File: src/rtl/down_counter_timer.sv
// Loadable down-counting timer with a one-cycle terminal pulse.
// Supports one-shot or auto-reload operation, with pause/resume via stop/start.
module down_counter_timer #(
  parameter int WIDTH = 8
) (
  input  logic             clk,
  input  logic             rst_n,
  input  logic             en,
  input  logic             load,
  input  logic [WIDTH-1:0] load_val,
  input  logic             auto_reload,
  input  logic             start,
  input  logic             stop,
  output logic [WIDTH-1:0] count,
  output logic             busy,
  output logic             done
);

  localparam logic [1:0] IDLE  = 2'd0;
  localparam logic [1:0] RUN   = 2'd1;
  localparam logic [1:0] PAUSE = 2'd2;

  logic [1:0]       state, state_next;
  logic [WIDTH-1:0] reload_reg, reload_next, count_next;
  logic             done_next;

  // Priority is load > stop > start > en; stop also blocks a start from IDLE.
  always_comb begin
    state_next  = state;
    count_next  = count;
    reload_next = reload_reg;
    done_next   = 1'b0;
    if (load) begin
      count_next  = load_val;
      reload_next = load_val;
      state_next  = IDLE;
    end else begin
      case (state)
        IDLE: begin
          if (start && !stop && (count != '0))
            state_next = RUN;
        end
        RUN: begin
          if (stop) begin
            state_next = PAUSE;
          end else if (en) begin
            if (count == WIDTH'(1)) begin
              done_next = 1'b1;
              if (auto_reload && (reload_reg != '0)) begin
                count_next = reload_reg;
              end else begin
                count_next = '0;
                state_next = IDLE;
              end
            end else if (count != '0) begin
              count_next = count - WIDTH'(1);
            end
          end
        end
        PAUSE: begin
          if (start && !stop)
            state_next = RUN;
        end
        default: state_next = IDLE;
      endcase
    end
  end

  always_ff @(posedge clk or negedge rst_n) begin
    if (!rst_n) begin
      state      <= IDLE;
      count      <= '0;
      reload_reg <= '0;
      busy       <= 1'b0;
      done       <= 1'b0;
    end else begin
      state      <= state_next;
      count      <= count_next;
      reload_reg <= reload_next;
      busy       <= (state_next == RUN) || (state_next == PAUSE);
      done       <= done_next;
    end
  end

endmodule
File: config.mk
export PLATFORM = sky130hd
export DESIGN_NAME = down_counter_timer
export DESIGN_NICKNAME = d
export VERILOG_FILES = /design/src/rtl/down_counter_timer.sv
export SDC_FILE = /design/constraint.sdc
export NUM_CORES = 1
export LEC_CHECK = 0
export ABC_CLOCK_PERIOD_IN_PS = 3990
export BUFFER_PORTS_ARGS = -buffer_cell sky130_fd_sc_hd__buf_2
export CELL_PAD_IN_SITES_DETAIL_PLACEMENT = 0
export CELL_PAD_IN_SITES_GLOBAL_PLACEMENT = 1
export CORE_MARGIN = 3
export CORE_UTILIZATION = 46
export CTS_BUF_LIST = sky130_fd_sc_hd__clkbuf_4
export DETAILED_ROUTE_END_ITERATION = 6
export GPL_TIMING_DRIVEN = 0
export PLACE_DENSITY_LB_ADDON = 0.1
export SLEW_MARGIN = 20
export SYNTH_ARGS = -nofsm -noshare
export SYNTH_HDL_FRONTEND = slang
export SYNTH_SLANG_ARGS = --single-unit
File: constraint.sdc
create_clock -name clk -period 3.99 [get_ports clk]
set_clock_uncertainty 0.15 [all_clocks]
set_input_delay 0.399 -clock clk [delete_from_list [all_inputs] [get_ports clk]]
set_output_delay 0.399 -clock clk [all_outputs]
set_load 0.01 [all_outputs]
; ---- Word level (Yosys, flattened, before mapping)
; Index checks and enable logic that the tools add are counted.
[classes]
add_sub_neg = 1
n_eq_ne = 6
muxes = 20
n_reduce_logical = 12
[op_table]
columns = op, count
row1 = $mux W8, 7
row2 = $reduce_bool A8 Y1, 2
row3 = $mux W2, 7
row4 = $eq A8 B1 Y1 const B, 1
row5 = $sub A8 B1 Y8 const B, 1
row6 = $pmux W2 S3, 1
row7 = $mux W1, 5
row8 = $eq A2 B1 Y1 const B, 2
row9 = $eq A2 B2 Y1 const B, 2
row10 = $reduce_and A4 Y1, 1
row11 = $reduce_bool A2 Y1, 2
row12 = $logic_and A1 B1 Y1, 3
row13 = $reduce_bool A3 Y1, 1
row14 = $logic_not A2 Y1, 1
row15 = $ne A2 B2 Y1 const B, 1
row16 = $logic_not A1 Y1, 1
row17 = $logic_or A1 B1 Y1, 1
[totals]
reg_bits = 20
out_inout_bits = 10

; ---- Depth between registers and ports, before layout
; Gate-level depths: netlist of run 1.
[depth]
ltp_word = 10
ltp_mapped = 7

; ---- Least setup slack after synthesis of run 1
; No wires, ideal clock.
[synth_path]
kind = register to register
startpoint = reg count[0]
endpoint = reg count[2]
arrival_ps = 1931
required_ps = 3715
slack_ps = 1785
path_stages_with_launch = 8
cell_sequence = dfrtp_1 > inv_1 > ha_1 > or4b_4 > nor2_1 > a21oi_1 > nor2_4 > mux2_2
[synth_via]
elab_chain_cells = 7
[synth_lines]
columns = item, line_no
row1 = from (decl), 14  ; output logic [WIDTH-1:0] count,
row2 = from (signal assigned), 78  ; count <= count_next;
row3 = $sub A8 B1 Y8, 56  ; count_next = count - WIDTH'(1);
row4 = $mux W8, 55  ; end else if (count != '0) begin
row5 = $mux W8, 47  ; if (count == WIDTH'(1)) begin
row6 = $mux W8, 46  ; end else if (en) begin
row7 = $mux W8, 44  ; if (stop) begin
row8 = $mux W8, 38  ; case (state)
row9 = $mux W8, 33  ; if (load) begin
; Parallel ways exist; a longest one is shown, timed or not. The select of a mux whose other input is x is not followed.
; A chain may end at the register's enable or synchronous reset.

; ---- Worst setup path in the final report of run 1
[layout_path]
startpoint = reg count[1]
endpoint = reg count[1]
; Same word-level chain as after synthesis.

==> results.md, run 1 <==
* Status: finished, final reports clean
* Post-synth EDFFs at 0
* Final setup vio count at 0
* Pin count of the biggest net entering global routing at 21
* Row count at 17
* Layout cells sized above 1 at 25.5%
* First-pass GRT wire length at a little over 5 mm
* Critical Path RT at between 4 and 5 ns
* Number of CTS-inserted buffers at 3
* Seq/Total Area, Yosys at between 40% and 50%
* CP Max Fanout at 6
* Final Net Count at around 170
* Layout Area Growth over Synthesis at 15.7%
* Max Clk Rate at between 400 and 500 MHz
* Worst slew pin tran at ~0.75 ns
* First-pass iteration count of the detailed router at 4
* WL final at approximately 2.9 mm
* Initial Utilization at 51.1%
* Leak pwr at 0.596 nW
* Post-CTS setup buffers at 0
* Core ar. at around 2300 µm²
* Clock sinks at 20
* CTS H-tree lvls at 1
* Arrival time at the worst endpoint at around 2.6 ns
* Max Cap Viol at 0
* Syn Inst Count at between 100 and 150
* Final Max Tran Viols at 0
* Mapped cell area at 1190 µm²
* Final Hold Viols at 0
* Clock transition at the registers of the reported paths at between 0.1 and 0.15 ns
* Synth Net Count at between 100 and 150
* Critical path launch point type: flop
* Max layer used: met4
* Ant diodes at 0
* RSZ-0062 raised after global routing: no
* Syn Area/Cell at 9.56 µm²
* Worst min path class: primary input to flop
* DR vias/cell at 6.11
* Non-Filler Instances at about 180
* DR WL/cell at 16.0 µm
* Die H at around 57 µm
* Number of port buffers at 24
* Antenna-violating nets left at 0
* Wl on met1 at roughly 1.4 mm
* Met3 wire length at slightly above 200 µm
* Final period demand of the worst path at 2.49 ns
* Die Footprint at around 3200 µm²
* Drt initial violations at 45
* GRT Util Overall at 19.7%
* Pwr Density at between 300 and 400 nW/µm²
* Synth cell types at 39
* Metal2 WL at between 1 and 1.5 mm
* Rel. slew slack at about half
* Residual DRC at 0
* Top FF cell, synth: dfrtp_1
* Setup TNS at 0 ns
* I/O pin count at 25
* Part of the cycle the worst path needs at 62.4%
* Via count at between 1000 and 1500
* CTS-repair resized insts at 0
* #FFs+latches synth at 20
* Total grt overflow at 0
* Setup CP Type: flop to flop
* HPWL Detailed at between 2 and 2.5 mm
* GP Congestion at between 0.8 and 0.9
* TritonCTS clock tree: built
* CTS Buffer Depth at 2
* Asr flop ratio synth at 100%
* Yosys warns at 0
* Clock root cell: clkbuf_4
* Initial antenna violation count at 0
* Die width at about 57 µm
* Peak VDD IR at roughly 0.00027 V
* Clk_lat worst skew at 0.31 ns
* Critical path capture point type: flop
* Post-Place Cells at about 180
* Vias in the first global route at between 1000 and 1500
[Yosys cell counts (2+ instances only)]
master	n	area [µm²]
dfrtp_1	20	500
a21oi_1	9	45.0
nor2_1	9	33.8
nor3_1	9	45.0
nand2_1	8	30.0
inv_1	7	26.3
o21ai_0	7	35.0
mux2_2	6	67.6
clkbuf_1	3	11.3
ha_1	3	37.5
nand3_1	3	15.0
nand3b_1	3	22.5
nor4_1	3	18.8
a211oi_1	2	15.0
a221oi_1	2	17.5
a22oi_1	2	15.0
mux2i_1	2	20.0
nand2b_1	2	12.5
nor4bb_1	2	20.0
o31ai_1	2	15.0
o32ai_1	2	17.5
or4_1	2	15.0
[metal layers]
layer | up-vias | global-route usage [%]
met5 | - | 0
met4 | 0 | 7.28
met3 | 5 | 2.49
met2 | 38 | 29.4
met1 | 532 | 29.4
li1 | 531 | -
[critical path, cell delays in order (launching register included)]
cell	delay, ns
dfrtp_1	0.42
inv_1	0.12
ha_1	0.27
nor4b_4	0.36
nand2_1	0.20
nor3_1	0.51
a221oi_1	0.17
mux2i_1	0.20
[through the flow]
step                utilization, %  setup WS [ns]  area [µm²]  total power [W]  hold WS (ns)
finish                        59.1           1.50        1380         0.000540         0.168
global route                  59.1           1.27        1380         0.000583         0.166
CTS                           59.1           1.54        1380         0.000544         0.161
detailed placement            57.7           1.57        1350         0.000445         0.230
global placement              57.7           1.63        1350         0.000442         0.222
floorplan                        -           1.78        1190         0.000385       -0.0466
[kinds of logic (layout without fill, tap and decap cells)]
family | Yosys count | in the layout | synth area share, %
AND/OR/NAND/NOR | 47 | 47 | 23.7
AO/OA/AOI/OAI | 34 | 34 | 18.8
buffers and inverters | 12 | 40 | 4.40
adder cells (fa/ha/maj) | 3 | 3 | 3.14
XOR/XNOR | 1 | 1 | 0.733
flip-flops | 20 | 20 | 41.9
multiplexers | 8 | 8 | 7.33
[repair_timing]
action,4_1_cts,5_1_grt
setup endpoints to repair,0,0
hold buffers,1,0
endpoints found under the hold margin,20,0
[final timing paths]
| kind | start | end | slack, ns | cells past startpoint |
|---|---|---|---|---|
| min | load_val[7] | count[7]$_DFFE_PN0P_ | 0.17 | 3 |
| min reg2reg | reload_reg[3]$_DFFE_PN0P_ | reload_reg[3]$_DFFE_PN0P_ | 0.41 | 1 |
| max reg2reg | count[1]$_DFFE_PN0P_ | count[1]$_DFFE_PN0P_ | 1.50 | 7 |
| min in group asynchronous | rst_n | reload_reg[4]$_DFFE_PN0P_ | 0.41 | 2 |
| max | count[1]$_DFFE_PN0P_ | count[1]$_DFFE_PN0P_ | 1.50 | 7 |
| max in group asynchronous | rst_n | count[4]$_DFFE_PN0P_ | 2.96 | 2 |
[power breakdown]
group	total, W	internal, W	leakage [nW]	switching, W
sequential	0.000254	0.000226	0.248	0.0000278
combinational	0.000189	0.0000870	0.335	0.000102
clock	0.0000972	0.0000353	0.0138	0.0000619
total	0.000540	0.000349	0.596	0.000192
[cell usage in the layout (no fill, tap or decap), types with 3 or more instances in the layout]
| cell | Yosys | routed |
|---|---|---|
| dfrtp_1 | 20 | 20 |
| o21ai_0 | 7 | 7 |
| mux2_2 | 6 | 6 |
| nand3_1 | 3 | 3 |
| inv_1 | 7 | 7 |
| nor4_1 | 3 | 3 |
| clkbuf_1 | 3 | 3 |
| nor2_1 | 9 | 9 |
| nor3_1 | 9 | 9 |
| ha_1 | 3 | 3 |
| buf_2 | 0 | 24 |
| nand2_1 | 8 | 8 |
| clkbuf_4 | 0 | 3 |
| nand3b_1 | 3 | 3 |
| a21oi_1 | 9 | 9 |
[final cells by class]
| cell class | instances | area, µm² |
|---|---|---|
| Fill cell | 232 | 957 |
| Buffer | 5 | 26.3 |
| Multi-Input combinational cell | 93 | 642 |
| Sequential cell | 20 | 500 |
| Inverter | 7 | 26.3 |
| Tap cell | 28 | 35.0 |
| Clock buffer | 3 | 22.5 |
| Timing Repair Buffer | 25 | 130 |
No activity file was read; power rests on OpenSTA's default activity.
==> inputs of run 2 (changes only) <==
ABC_CLOCK_PERIOD_IN_PS = 2250   (was 3990)
CORE_UTILIZATION = 38   (was 46)
clock period = 2.25 ns   (was 3.99 ns; I/O delays follow)
==> run 2 against run 1 <==
Net effect: routed wire length rose by 15%; setup slack got worse by 1.4 ns; sequential power rose by 78%; combinational power rose by 120%; clock-buffer cell count did not move; non-clock buffer count rose by 9; global-route usage fell by 0.94 points; final area rose by 11%; total power rose by 92%; hold slack got worse by 0.16 ns; register-to-register slack got worse by 1.4 ns; maximum frequency rose by 13%; critical endpoint is now busy$_DFF_PN0_.
==> results.md, run 2 (synthesis results as in run 1) <==
* Status: finished, final reports clean
* CTS H-tree lvls at 1
* Layout Area Growth over Synthesis at 28.7%
* Final Max Tran Viols at 0
* First-pass iteration count of the detailed router at 4
* Peak VDD IR at between 0.0002 and 0.0003 V
* Part of the cycle the worst path needs at between 90% and 100%
* DR WL/cell at 16.3 µm
* Via count at 1147
* Worst min path class: primary input to flop
* Antenna-violating nets left at 0
* WL final at 3.32 mm
* Initial antenna violation count at 0
* Pwr Density at a little under 700 nW/µm²
* Pin count of the biggest net entering global routing at 21
* First-pass GRT wire length at about 5.3 mm
* GP Congestion at around 0.84
* Multi-input logic area at 708 µm²
* Number of port buffers at 24
* Arrival time at the worst endpoint at between 2 and 2.5 ns
* HPWL Detailed at 2.31 mm
* Critical path capture point type: flop
* Final setup vio count at 0
* FF-to-FF Start: count[0]$_DFFE_PN0P_
* I/O pin count at 25
* Worst slew pin tran at approximately 0.82 ns
* Die Footprint at around 3900 µm²
* Row count at 19
* Layout Cell Area excl Fill at between 1500 and 2000 µm²
* Vias in the first global route at about 1100
* Core ar. at between 2000 and 3000 µm²
* Layout Utilization at 53.5%
* CP Max Fanout at 4
* Max Cap Viol at 0
* Total power at between 0.001 and 0.0015 W
* Leading cell type in the layout, fill and taps excluded: buf_2
* Die H at between 60 and 70 µm
* CTS Buffer Depth at 2
* Clk_lat worst skew at 0.30 ns
* Worst Hold Launch: load_val[5]
* Post-Place Setup Slack at -0.157 ns
* Worst path cell trace: inv_2 > ha_4 > or4b_4 > or2_4 > o21a_1 > a311oi_2 > a211oi_1
* Slowest CP cell: or4b_4
* Leak pwr at approximately 0.65 nW
* Clock sinks at 20
* Worst setup path start: count[0]$_DFFE_PN0P_
* Layout cells sized above 1 at 36.4%
* Clock root cell: clkbuf_4
* Register Area at between 500 and 600 µm²
* CP delay by family, top: simple AND/OR/NAND/NOR gates
* GRT Util Overall at about a fifth
* Critical path launch point type: flop
* Drt initial violations at 73
* Ant diodes at 0
* Critical Path RT at between 2 and 2.5 ns
* Placed cell areas at about 1400 µm²
* Leading cell types in the layout, fill and taps excluded: buf_2 (24), dfrtp_1 (19), a21oi_1 (9)
* Final Net Count at between 150 and 200
* TritonCTS clock tree: built
* Worst Path Buf+Inv at 1
* Setup CP Type: flop to flop
* Final period demand of the worst path at roughly 2.2 ns
* Final WS setup at just over 0.05 ns
* Rel. slew slack at approximately 45%
* Clock transition at the registers of the reported paths at roughly 0.11 ns
* Initial Utilization at 41.5%
* DR vias/cell at around 5.6
* # fillers at roughly 260
* Total grt overflow at 0
* Number of CTS-inserted buffers at 3
* CP max stage delay at 0.48 ns
* Residual DRC at 0
* Max Clk Rate at between 400 and 500 MHz
* Die width at between 60 and 70 µm
* Final Hold Viols at 0
* Setup TNS at 0 ns
[run 2: cell types whose count changed in the layout (fill, tap and decap cells not counted), moves of 2 or more]
cell	delta
inv_1	-2
ha_1	-2
buf_4	+8
ha_4	+2
inv_2	+2
[run 2: layout make-up]
cell class / count / area share, %
inverters: 7 / 1.71
repair buffers: 34 / 13.0
clock buffers: 3 / 1.46
flip-flops and latches: 20 / 32.6
plain buffers: 5 / 1.71
multi-input cells: 93 / 46.1
well taps: 42 / 3.42
[run 2: routing by layer]
layer  up-vias  part of all wire (%)  track usage [%]  wire length (µm)
li1        548                     -                -                 -
met1       550                    46             26.7              1530
met2        47                    45             27.4              1500
met3         2                   8.1             5.37               269
met4         0                  0.60             6.36                20
met5         -                     0                0                 0
[run 2: final timing paths]
check	endpoint	slack, ns	depth (start not counted)
max in group asynchronous	count[0]$_DFFE_PN0P_	1.36	2
worst max register to register	busy$_DFF_PN0_	0.05	7
min in group asynchronous	count[4]$_DFFE_PN0P_	0.25	2
worst max-delay path	busy$_DFF_PN0_	0.05	7
worst min register to register	reload_reg[3]$_DFFE_PN0P_	0.40	1
worst min-delay path	count[5]$_DFFE_PN0P_	0.01	3
[run 2: power by group]
part | leakage [nW] | switching, W | internal, W
logic | 0.387 | 0.000217 | 0.000197
clock network | 0.0138 | 0.000109 | 0.0000624
registers | 0.246 | 0.0000492 | 0.000402
total | 0.647 | 0.000375 | 0.000661
[run 2: through the flow]
stage	hold slack (ns)	instances
after floorplan	-0.221	125
after global placement	0.0536	191
after detailed placement	0.0581	191
after CTS	0.00618	200
after global routing	0.0102	204
final	0.0130	204
[run 2: tightest hold or removal path, stage by stage]
cell     delay, ns
buf_2         0.07
nand2_1       0.06
o31ai_1       0.06
[run 2: timing repair]
action / CTS / global route
hold endpoints to repair: 21 / 0
buffers inserted: 4 / 4
pin swaps: 1 / 4
endpoints found under the setup margin: 6 / 8
gates cloned: 0 / 0
hold buffers: 2 / 0
resized for setup: 5 / 11
==> inputs of run 3 (changes only) <==
PLACE_DENSITY_LB_ADDON = 0.08   (was 0.1)
==> run 3 against run 2 <==
Net effect: total power increased by 11%; utilization up 0.39 points; setup slack improved by 0.0098 ns; combinational power fell by 3%; largest power group unchanged.
==> results.md, run 3 (synthesis results as in run 1) <==
* Status: finished, final reports clean
* Worst min path class: primary input to flop
* Clock root cell: clkbuf_4
* Worst slew pin tran at ~0.84 ns
* Clock transition at the registers of the reported paths at between 0.1 and 0.15 ns
* Via count at 1144
* CP Max Fanout at 4
* Setup CP Type: flop to flop
* Clk_lat worst skew at a little over 0.3 ns
* Ant diodes at 0
* Number of port buffers at 24
* CP max stage delay at 0.50 ns
* Layout Utilization at a little over half
* R2R depth at 7
* Core ar. at roughly 2900 µm²
* Critical R2R Capture: count[2]$_DFFE_PN0P_
* Final Net Count at approximately 180
* Critical path capture point type: flop
* Drt initial violations at 70
* Die Footprint at 3850 µm²
* CTS Buffer Depth at 2
* GRT Util Overall at 17.2%
* Worst path cell trace: inv_2 > ha_1 > or4b_4 > nor2_4 > a21oi_1 > nor2_4 > mux2_2
* Critical path launch point type: flop
* Pwr Density at about 740 nW/µm²
* Leading cell types in the layout, fill and taps excluded: buf_2 (24), dfrtp_1 (19), a21oi_1 (9)
* HPWL Detailed at between 2 and 2.5 mm
* First-pass GRT wire length at around 4.8 mm
* GP Congestion at 0.830
* Pin count of the biggest net entering global routing at 21
* Logic depth of the worst path, buffers included at 7
* Final Max Tran Viols at 0
* Part of the cycle the worst path needs at slightly below 100%
* R2R Setup Slk at 0.06 ns
* Rel. slew slack at between 40% and 50%
* Vias in the first global route at 993
* Residual DRC at 0
* Initial Utilization at about two fifths
* Layout Area Growth over Synthesis at 29.6%
* Sw frac at approximately a third
* Reg power frac at 39.0%
* I/O pin count at 25
* Die width at between 60 and 70 µm
* CTS H-tree lvls at 1
* Layout cells sized above 1 at about 33%
* Clock share of power at a little over a quarter
* Antenna-violating nets left at 0
* Max Cap Viol at 0
* Final Hold Viols at 0
* Slowest CP cell: or4b_4
* DR WL/cell at around 15 µm
* P_sw at 0.000380 W
* Setup crit end: count[2]$_DFFE_PN0P_
* Final setup vio count at 0
* P_int at just under 0.0008 W
* Worst Path Buf+Inv at 1
* Peak VDD IR at ~0.00035 V
* Total grt overflow at 0
* TritonCTS clock tree: built
* DR vias/cell at between 5 and 6
* First-pass iteration count of the detailed router at 4
* Worst hold slack at approximately 0.017 ns
* Initial antenna violation count at 0
* WL final at 3.12 mm
* Final period demand of the worst path at ~2.2 ns
* Number of CTS-inserted buffers at 3
* RSZ-0062 raised after global routing: no
* Clock sinks at 20
* Max Clk Rate at approximately 460 MHz
* Worst setup path start: count[1]$_DFFE_PN0P_
* CP delay by family, top: simple AND/OR/NAND/NOR gates
* Comb power frac at approximately a third
* Critical Path RT at 2.30 ns
* Die H at between 60 and 70 µm
* Row count at 19
* Leak pwr at around 0.66 nW
* Critical Path Most Common Cell: nor2_4
* FF-to-FF Start: count[1]$_DFFE_PN0P_
* Leading cell type in the layout, fill and taps excluded: buf_2
* Arrival time at the worst endpoint at 2.24 ns
-- run 3: timing repair --
action                                  in CTS  in global routing
pin swaps                                    1                  2
gates resized for setup                      6                  6
cloned                                       0                  0
hold buffers                                 4                  1
hold endpoints to repair                    26                  1
buffers inserted                             3                  2
endpoints found under the setup margin       6                  6
-- run 3: per-stage QoR --
stage | worst slack, ns | setup TNS [ns] | area (µm²) | power, W | cells
floorplan | 0.0447 | 0 | 1190 | 0.000683 | 125
global placement | -0.182 | -0.605 | 1370 | 0.000795 | 191
detailed placement | -0.167 | -0.562 | 1370 | 0.000797 | 191
CTS | 0.0351 | 0 | 1500 | 0.00112 | 202
global route | 0.00109 | 0 | 1550 | 0.00122 | 205
finish | 0.0610 | 0 | 1550 | 0.00115 | 205
-- run 3: area by class of cell --
type | count | area (µm²)
timing repair buffer | 34 | 208
clock buffer | 3 | 22.5
buffer | 5 | 26.3
tap | 42 | 52.6
multi-input combinational | 93 | 682
fill | 280 | 1330
sequential | 20 | 502
clock inverter | 1 | 30.0
inverter | 7 | 26.3
-- run 3: power groups by stage --
| stage | registers (W) | clock network, W | logic [W] |
|---|---|---|---|
| floorplan | 0.000460 | 0 | 0.000223 |
| global placement | 0.000457 | 0 | 0.000339 |
| detailed placement | 0.000459 | 0 | 0.000338 |
| CTS | 0.000449 | 0.000308 | 0.000366 |
| global route | 0.000454 | 0.000328 | 0.000437 |
| finish | 0.000449 | 0.000302 | 0.000400 |
-- run 3: worst min path at each step --
stage / startpoint / end / slack [ns] / depth (start not counted)
floorplan: rst_n / busy$_DFF_PN0_ / -0.22 / 0
global placement: rst_n / count[7]$_DFFE_PN0P_ / 0.05 / 1
detailed placement: rst_n / count[7]$_DFFE_PN0P_ / 0.06 / 1
CTS: load_val[0] / reload_reg[0]$_DFFE_PN0P_ / 0.008 / 2
global route: load_val[1] / reload_reg[1]$_DFFE_PN0P_ / 0.004 / 2
finish: load_val[2] / reload_reg[2]$_DFFE_PN0P_ / 0.02 / 2
-- run 3: layer usage --
layer	part of all wire (%)	track usage [%]	wire length, µm	vias up
met4	1.5	8.18	48	0
met1	49	26.6	1540	540
met2	42	23.2	1310	51
li1	-	-	-	547
met3	7.0	2.27	217	6
met5	0	0	0	-
